--- src/rtl/ecr_allocator.sv ---
`default_nettype none
// ============================================================================
// Module   : ecr_allocator
// Purpose  : Round-robin allocator for execution condition registers with a
//            FREE/ALLOC/DRAIN lifecycle per entry.
// Revision : 1.0
// ============================================================================
module ecr_allocator #(
    parameter int         NUM_ECRS   = 8,
    parameter int         ID_WIDTH   = 4,
    parameter logic [1:0] IDLE_STATE = 2'b00,
    localparam int        IDX_WIDTH  = $clog2(NUM_ECRS)
) (
    input  logic                               clk,
    input  logic                               rst,
    input  logic                               alloc_req,
    input  logic [ID_WIDTH-1:0]                alloc_issue_id,
    output logic                               alloc_gnt,
    output logic [IDX_WIDTH-1:0]               alloc_idx,
    input  logic                               free_req,
    input  logic [IDX_WIDTH-1:0]               free_idx,
    input  logic                               flush,
    input  logic [NUM_ECRS-1:0][1:0]           monitor_states,
    output logic [NUM_ECRS-1:0]                busy_mask,
    output logic [NUM_ECRS-1:0][ID_WIDTH-1:0]  owner_id,
    output logic [IDX_WIDTH:0]                 free_count,
    output logic                               err_bad_free
);

    typedef enum logic [1:0] {
        ST_FREE  = 2'd0,
        ST_ALLOC = 2'd1,
        ST_DRAIN = 2'd2
    } ecr_state_e;

    localparam logic [IDX_WIDTH:0]   c_num  = (IDX_WIDTH+1)'(NUM_ECRS);
    localparam logic [IDX_WIDTH-1:0] c_last = IDX_WIDTH'(NUM_ECRS - 1);

    ecr_state_e                        r_state      [NUM_ECRS];
    ecr_state_e                        w_state_next [NUM_ECRS];
    logic [NUM_ECRS-1:0][ID_WIDTH-1:0] r_owner;
    logic [NUM_ECRS-1:0]               r_busy;
    logic [IDX_WIDTH-1:0]              r_rr_ptr;
    logic [IDX_WIDTH-1:0]              w_rr_ptr_next;
    logic [IDX_WIDTH:0]                r_free_count;
    logic [IDX_WIDTH:0]                w_free_count_next;
    logic                              r_err;

    logic [IDX_WIDTH-1:0]              w_pick;
    logic                              w_found;
    logic [IDX_WIDTH:0]                w_sum;
    logic                              w_gnt;
    logic [NUM_ECRS-1:0]               w_free_hit;
    logic [NUM_ECRS-1:0]               w_is_alloc;
    logic                              w_free_legal;

    // Search for the first FREE entry starting at rr_ptr, wrapping at NUM_ECRS.
    always_comb begin
        w_found = 1'b0;
        w_pick  = '0;
        w_sum   = '0;
        for (int k = 0; k < NUM_ECRS; k++) begin
            w_sum = {1'b0, r_rr_ptr} + (IDX_WIDTH+1)'(k);
            if (w_sum >= c_num) begin
                w_sum = w_sum - c_num;
            end
            if (!w_found && (r_state[w_sum[IDX_WIDTH-1:0]] == ST_FREE)) begin
                w_found = 1'b1;
                w_pick  = w_sum[IDX_WIDTH-1:0];
            end
        end
    end

    assign w_gnt     = alloc_req & ~flush & ~rst & (r_free_count != '0);
    assign alloc_gnt = w_gnt;
    assign alloc_idx = w_gnt ? w_pick : '0;

    // Out-of-range indices never match any entry, so they fall out as illegal.
    always_comb begin
        w_free_hit = '0;
        w_is_alloc = '0;
        for (int i = 0; i < NUM_ECRS; i++) begin
            w_free_hit[i] = free_req && (free_idx == IDX_WIDTH'(i));
            w_is_alloc[i] = (r_state[i] == ST_ALLOC);
        end
        w_free_legal = |(w_free_hit & w_is_alloc);
    end

    always_comb begin
        w_free_count_next = '0;
        for (int i = 0; i < NUM_ECRS; i++) begin
            w_state_next[i] = r_state[i];
            case (r_state[i])
                ST_FREE: begin
                    if (w_gnt && (w_pick == IDX_WIDTH'(i))) begin
                        w_state_next[i] = ST_ALLOC;
                    end
                end
                ST_ALLOC: begin
                    if (flush || w_free_hit[i]) begin
                        w_state_next[i] = ST_DRAIN;
                    end
                end
                ST_DRAIN: begin
                    if (monitor_states[i] == IDLE_STATE) begin
                        w_state_next[i] = ST_FREE;
                    end
                end
                default: w_state_next[i] = ST_FREE;
            endcase
            if (w_state_next[i] == ST_FREE) begin
                w_free_count_next = w_free_count_next + 1'b1;
            end
        end
        w_rr_ptr_next = r_rr_ptr;
        if (w_gnt) begin
            w_rr_ptr_next = (w_pick == c_last) ? '0 : w_pick + 1'b1;
        end
    end

    always_ff @(posedge clk) begin
        if (rst) begin
            for (int i = 0; i < NUM_ECRS; i++) begin
                r_state[i] <= ST_FREE;
            end
            r_owner      <= '0;
            r_busy       <= '0;
            r_rr_ptr     <= '0;
            r_free_count <= c_num;
            r_err        <= 1'b0;
        end else begin
            for (int i = 0; i < NUM_ECRS; i++) begin
                r_state[i] <= w_state_next[i];
                r_busy[i]  <= (w_state_next[i] != ST_FREE);
            end
            if (w_gnt) begin
                r_owner[w_pick] <= alloc_issue_id;
            end
            r_rr_ptr     <= w_rr_ptr_next;
            r_free_count <= w_free_count_next;
            r_err        <= free_req & ~w_free_legal;
        end
    end

    assign busy_mask    = r_busy;
    assign owner_id     = r_owner;
    assign free_count   = r_free_count;
    assign err_bad_free = r_err;

endmodule
`default_nettype wire

--- config.mk ---
export PLATFORM = sky130hd
export DESIGN_NAME = ecr_allocator
export DESIGN_NICKNAME = d
export VERILOG_FILES = /design/src/rtl/ecr_allocator.sv
export SDC_FILE = /design/constraint.sdc
export NUM_CORES = 1
export LEC_CHECK = 0
export CAP_MARGIN = 20
export CORE_MARGIN = 2
export CORE_UTILIZATION = 58
export DETAILED_ROUTE_END_ITERATION = 6
export HOLD_SLACK_MARGIN = 0.05
export PLACE_DENSITY = 0.87
export REMOVE_ABC_BUFFERS = 1
export SLEW_MARGIN = 20
export SYNTH_ARGS = -nofsm -noshare
export SYNTH_HDL_FRONTEND = slang
export SYNTH_SLANG_ARGS = --single-unit
--- constraint.sdc ---
create_clock -name clk -period 17.9 [get_ports clk]
set_input_delay 5.37 -clock clk [delete_from_list [all_inputs] [get_ports clk]]
set_output_delay 5.37 -clock clk [all_outputs]
set_load 0.02 [all_outputs]
## Word level (Yosys, flattened, before mapping)

Memory sizes are Yosys's and may differ from the RTL's.
Index checks and enable logic that the tools add are counted.

| word-level totals | value |
|---|---|
| word-level logic and storage cells | 254 |
| memory bits (writable) | 16 |
| bits of input ports | 28 |
| memories kept | 1 |
| bits in registers | 48 |

Memories:

| name | words | bits a word | rd ports | clocked after memory_dff | wr ports | RTL line | source |
|---|---|---|---|---|---|---|---|
| r_state | 8 | 2 | 16 | 0 | 8 | 39 | `ecr_state_e r_state [NUM_ECRS];` |

| cells by class | value |
|---|---|
| equal/unequal tests | 30 |
| mux-type cells | 79 |
| add/subtract/negate cells | 23 |
| bitwise operators | 16 |
| reduce and logical (&&, ||, !) cells | 83 |
| order comparisons | 10 |

Operators by type and width:

| operator | number |
|---|---|
| $logic_not A2 Y1 | 32 |
| $mux W2 | 32 |
| $mux W3 | 18 |
| $pmux W2 S3 | 8 |
| $bwmux W32 | 1 |
| $mux W4 | 8 |
| $add A4 B1 Y4 const B | 7 |
| $ge A4 B4 Y1 const B | 7 |
| $eq A3 B3 Y1 const B | 8 |
| $logic_and A1 B1 Y1 | 24 |
| $sub A3 B1 Y3 const B | 8 |
| $add A3 B3 Y4 const B | 4 |
| $eq A2 B1 Y1 const B | 8 |
| $eq A2 B2 Y1 const B | 8 |
| $reduce_bool A2 Y1 | 8 |
| $demux W4 S3 | 1 |
| $eq A3 B2 Y1 const B | 4 |
| $mux W1 | 11 |
| $add A3 B2 Y4 const B | 2 |
| $and A8 B8 Y8 | 1 |
| $logic_or A1 B1 Y1 | 8 |
| $or A1 B1 Y1 | 8 |
| $reduce_or A8 Y1 | 1 |
| $logic_not A1 Y1 | 7 |
| 10 further kinds | 17 |

## Depth between registers and ports, before layout

An unclocked memory read counts as a cell.

| logic depth | value |
|---|---|
| word-level depth | 46 |
| gate-level depth with buffers | 38 |
| mapped depth without buffers | 38 |

## Least setup slack after synthesis

OpenSTA, ideal clock, no wires.

| timing path | value |
|---|---|
| path kind | input -> output |
| start point | input flush |
| end point | output alloc_idx[0] |
| stages | 4 |
| data required time | 12.530 ns |
| arrival | 7.470 ns |
| setup slack | 5.060 ns |
| cell sequence | clkbuf_1 > nor4b_1 > clkbuf_1 > nor2b_1 |

| between the ends | value |
|---|---|
| word-level cells in the longest chain between the ends | 5 |

Ends and longest elaborated chain:

| item | RTL line | source |
|---|---|---|
| from (decl) | 22 | `input logic flush,` |
| $not A1 Y1 | 74 | `assign w_gnt = alloc_req & ~flush & ~rst & (r_free_count != '0);` |
| $and A1 B1 Y1 (3 in a row) | 74 |  |
| named net alloc_gnt | 18 | `output logic alloc_gnt,` |
| $mux W3 | 76 | `assign alloc_idx = w_gnt ? w_pick : '0;` |
| to (decl) | 19 | `output logic [IDX_WIDTH-1:0] alloc_idx,` |

The timed path passes the listed nets, and every way through them passes these cells.

## Final worst setup path

| timing path | value |
|---|---|
| start point | input flush |
| end point | output alloc_idx[0] |

| between the ends | value |
|---|---|
| word-level cells in the longest chain between the ends | 5 |

Ends and longest elaborated chain:

| item | RTL line |
|---|---|
| $not A1 Y1 | 74 |
| $and A1 B1 Y1 (3 in a row) | 74 |
| $mux W3 | 76 |

Every way passes these cells.

==> flow_summary.json <==
{
  "detailedPlacementHpwl_mm": 8.63,
  "finalHoldViolations": 0,
  "worst-path-stages": 5,
  "synth_area_per_cell_um2": 8.51,
  "critPathLaunchType": "input port",
  "total_buffers_and_inverters_traversed_by_the_critical_path": 3,
  "grt_pass1_vias": 3944,
  "regToRegSetupSlack_ns": 9.56,
  "clock_skew_ns": 0.0108,
  "final_max_slew_viol_count": 0,
  "path_cells": "clkdlybuf4s50_1 > nor4b_2 > buf_4 > nor2b_1 > clkdlybuf4s50_1",
  "cts_hold_buf": 0,
  "post-route-drc-count": 0,
  "number_of_primary_i_o_pins": 77,
  "source_to_sink_clock_delay_at_the_later_pin_of_the_worst_skew_pair_ns": 0.35,
  "clock_tree.buffer_depth": 2,
  "design.die.area_um2": 8300,
  "synthesis.area_um2": 4400,
  "status": "finished, final reports clean",
  "worst_hold_path.num_cells": 2,
  "grt_most_used_layer": "met2",
  "ir_worst_vdd_v": 0.0000991,
  "dr.pass1.iters": 5,
  "finish.net_count": 623,
  "tritoncts": "done",
  "synth_enable_flop_cells": 0,
  "route.antenna.remaining_nets": 0,
  "dpl.cell_count": 666,
  "cts.sinks": 67,
  "setup-tns-final_ns": 0,
  "cts-buffers-inserted": 9,
  "grt_antenna_before_repair": 0,
  "worst_ep_arrival_time_ns": 7.64,
  "dr_total_vias": 4068,
  "cts_post_setup_buffers_inserted": 0,
  "wire_length_of_the_first_global_routing_pass_mm": 18.7,
  "max-cap-violations": 0,
  "finalCritPeriodShare_pct": 72.7,
  "fp.dieW_um": 91.1,
  "cellLeakagePower_nw": 2.16,
  "grt.total_usage_pct": 27.7,
  "starting_utilization_of_the_core_area_pct": 60.3,
  "vias_cell": 5.97,
  "worst_max_slew_margin_expressed_relative_to_the_limit_pct": 40.3,
  "num_rows": 31,
  "period_minus_slack_ns": 13.01,
  "synth.ff_latch_count": 67,
  "die_h_um": 91.1,
  "max_clock_freq_ghz": 0.0769,
  "critical_path.most_common_cell": "clkdlybuf4s50_1",
  "post_route_cells_drive_above_1_share_pct": 10.5,
  "synthesis.yosys.warnings": 0,
  "timing.hold.worst.class": "reg2reg",
  "worst-slew-pin-transition_ns": 0.895,
  "gp_congestion": 0.954,
  "unrepaired_setup_endpoints_after_global_routing": "no",
  "flow.area_growth_from_synthesis_pct": 21.9,
  "cpMaxStageDelayCell": "clkdlybuf4s50_1",
  "drt-total-wl_mm": 11.5,
  "netlist_instances": 517,
  "synth_seq_area_share_pct": 30.5,
  "detail_route.wl_per_cell_um": 16.9,
  "antennaDiodeCount": 0,
  "clk_transition_reported_paths_ns": 0.07,
  "power.density_nw_per_um2": 81.9,
  "cts_htree_levels": 3,
  "crit_path_max_fanout": 18,
  "utilization_pct": 73.5,
  "layout.cells.non_filler": 681,
  "crit_type": "in2out",
  "gr_util_met1_pct": 34.5,
  "cpLargestDelayFamily": "buffers and inverters",
  "grt_util_met3_pct": 7.30,
  "critPathMaxStageDelay_ns": 0.69,
  "cts_resized": 0,
  "layout.filler_cells": 552,
  "critical_path_required_ns": 12.53,
  "io_buffers": 76,
  "synth.lib_cells_used.distinct": 76,
  "timing.critical_path.to_type": "output port",
  "root_buffer": "clkbuf_8",
  "ff2ff_path_depth": 33,
  "synth_flop_cell": "dfxtp_1",
  "async_reset_ff_share_pct": 0,
  "detailedRoute.firstIterationViolations": 247,
  "grt_use_met2_pct": 45.7,
  "core_region_area_um2": 7290,
  "grt_start_max_net_pins": 58,
  "setup_viol": 0,
  "grt_overflow_total": 0
}
[synth_stat cells (4+ instances only)]
library cell	count	area share [%]
nand2_1	25	2.1
mux4_2	7	3.6
dfxtp_1	67	30
nand2b_1	4	0.57
ha_1	17	4.8
and3_1	6	0.85
xor2_1	4	0.80
o21bai_1	4	0.68
nor3b_1	8	1.4
nor2b_1	11	1.6
nor2_1	84	7.2
a31oi_1	9	1.3
clkbuf_1	22	1.9
inv_1	21	1.8
or2_2	14	2.0
nor3_1	19	2.2
nand3_1	10	1.1
o21ai_0	15	1.7
xnor2_1	11	2.2
a22oi_1	4	0.68
mux4_1	4	2.4
a21oi_1	29	3.3
o22ai_1	5	0.71
mux2i_1	42	9.6
buf_2	4	0.45
[routing by layer]
layer / up-vias / part of all wire [%]
li1: 1962 / -
met3: 29 / 8.2
met4: 0 / 2.6
met2: 181 / 47
met5: - / 0
met1: 1896 / 42
[final cells by class]
| class | instances | area (µm²) | area share (%) |
|---|---|---|---|
| multi-input cells | 398 | 2860 | 53.3 |
| clock buffers | 10 | 138 | 2.57 |
| well taps | 99 | 124 | 2.31 |
| inverters | 23 | 86.3 | 1.61 |
| clock inverters | 5 | 38.8 | 0.723 |
| flip-flops and latches | 67 | 1340 | 25.0 |
| repair buffers | 79 | 778 | 14.5 |
[layout by cell type (no fill, tap or decap), drive strengths merged, types with 4 or more instances in the layout]
master	instances
buf	4
a21oi	29
o22ai	5
nand3	10
mux4	11
o21ai	17
xor2	4
and3	7
nand2	25
nor3b	8
clkdlybuf4s50	75
nand2b	4
nor2	86
ha	17
xnor2	12
a31oi	9
nor3	19
inv	23
nor2b	11
clkbuf	10
or2	14
a22oi	4
o21bai	4
mux2i	43
and2	4
dfxtp	67
clkinv	4
[stage by stage]
stage	hold slack (ns)	power (W)	cell area [µm²]	setup slack [ns]
2_1_floorplan	0.492	0.000283	4280	4.44
3_3_place_gp	0.474	0.000322	5190	4.97
3_5_place_dp	0.485	0.000327	5190	4.90
4_1_cts	0.505	0.000439	5360	4.89
5_1_grt	0.527	0.000461	5360	4.77
6_report	0.502	0.000439	5360	4.89
[cell families after synthesis]
logic type               synth area share (%)
flip-flops                               30.5
XOR/XNOR                                 4.44
buffers and inverters                    4.75
AND/OR/NAND/NOR                          23.2
multiplexers                             16.5
adder cells (fa/ha/maj)                  4.83
AO/OA/AOI/OAI                            15.7
[worst paths after layout]
kind                                      end          from
worst min-delay path             owner_id[28]  owner_id[28]
worst max register to register  free_count[3]   r_rr_ptr[0]
worst min register to register   owner_id[28]  owner_id[28]
worst max-delay path             alloc_idx[0]         flush
[registers in the layout, indices dropped and copies added, names as in the netlist, named ones only]
signal	cells
r_rr_ptr	3
r_state	16
free_count	4
err_bad_free	1
owner_id	32
busy_mask	8
[worst reg2reg max path: cells and delay by family, from the launching register on]
kind | cells | cell delay, ns
buf+inv | 7 | 0.78
simple gates | 9 | 2.24
compound gates | 8 | 1.74
mux | 3 | 0.79
fa+ha+maj | 4 | 1.19
xor+xnor | 2 | 0.57
flops | 1 | 0.91
[where the power goes]
part           internal [W]  switching [W]  leakage (nW)
combinational     0.0000787      0.0000872          1.53
sequential         0.000155     0.00000540         0.541
clock             0.0000539      0.0000588        0.0887
Note: power is estimated with default switching activity, not from simulation.
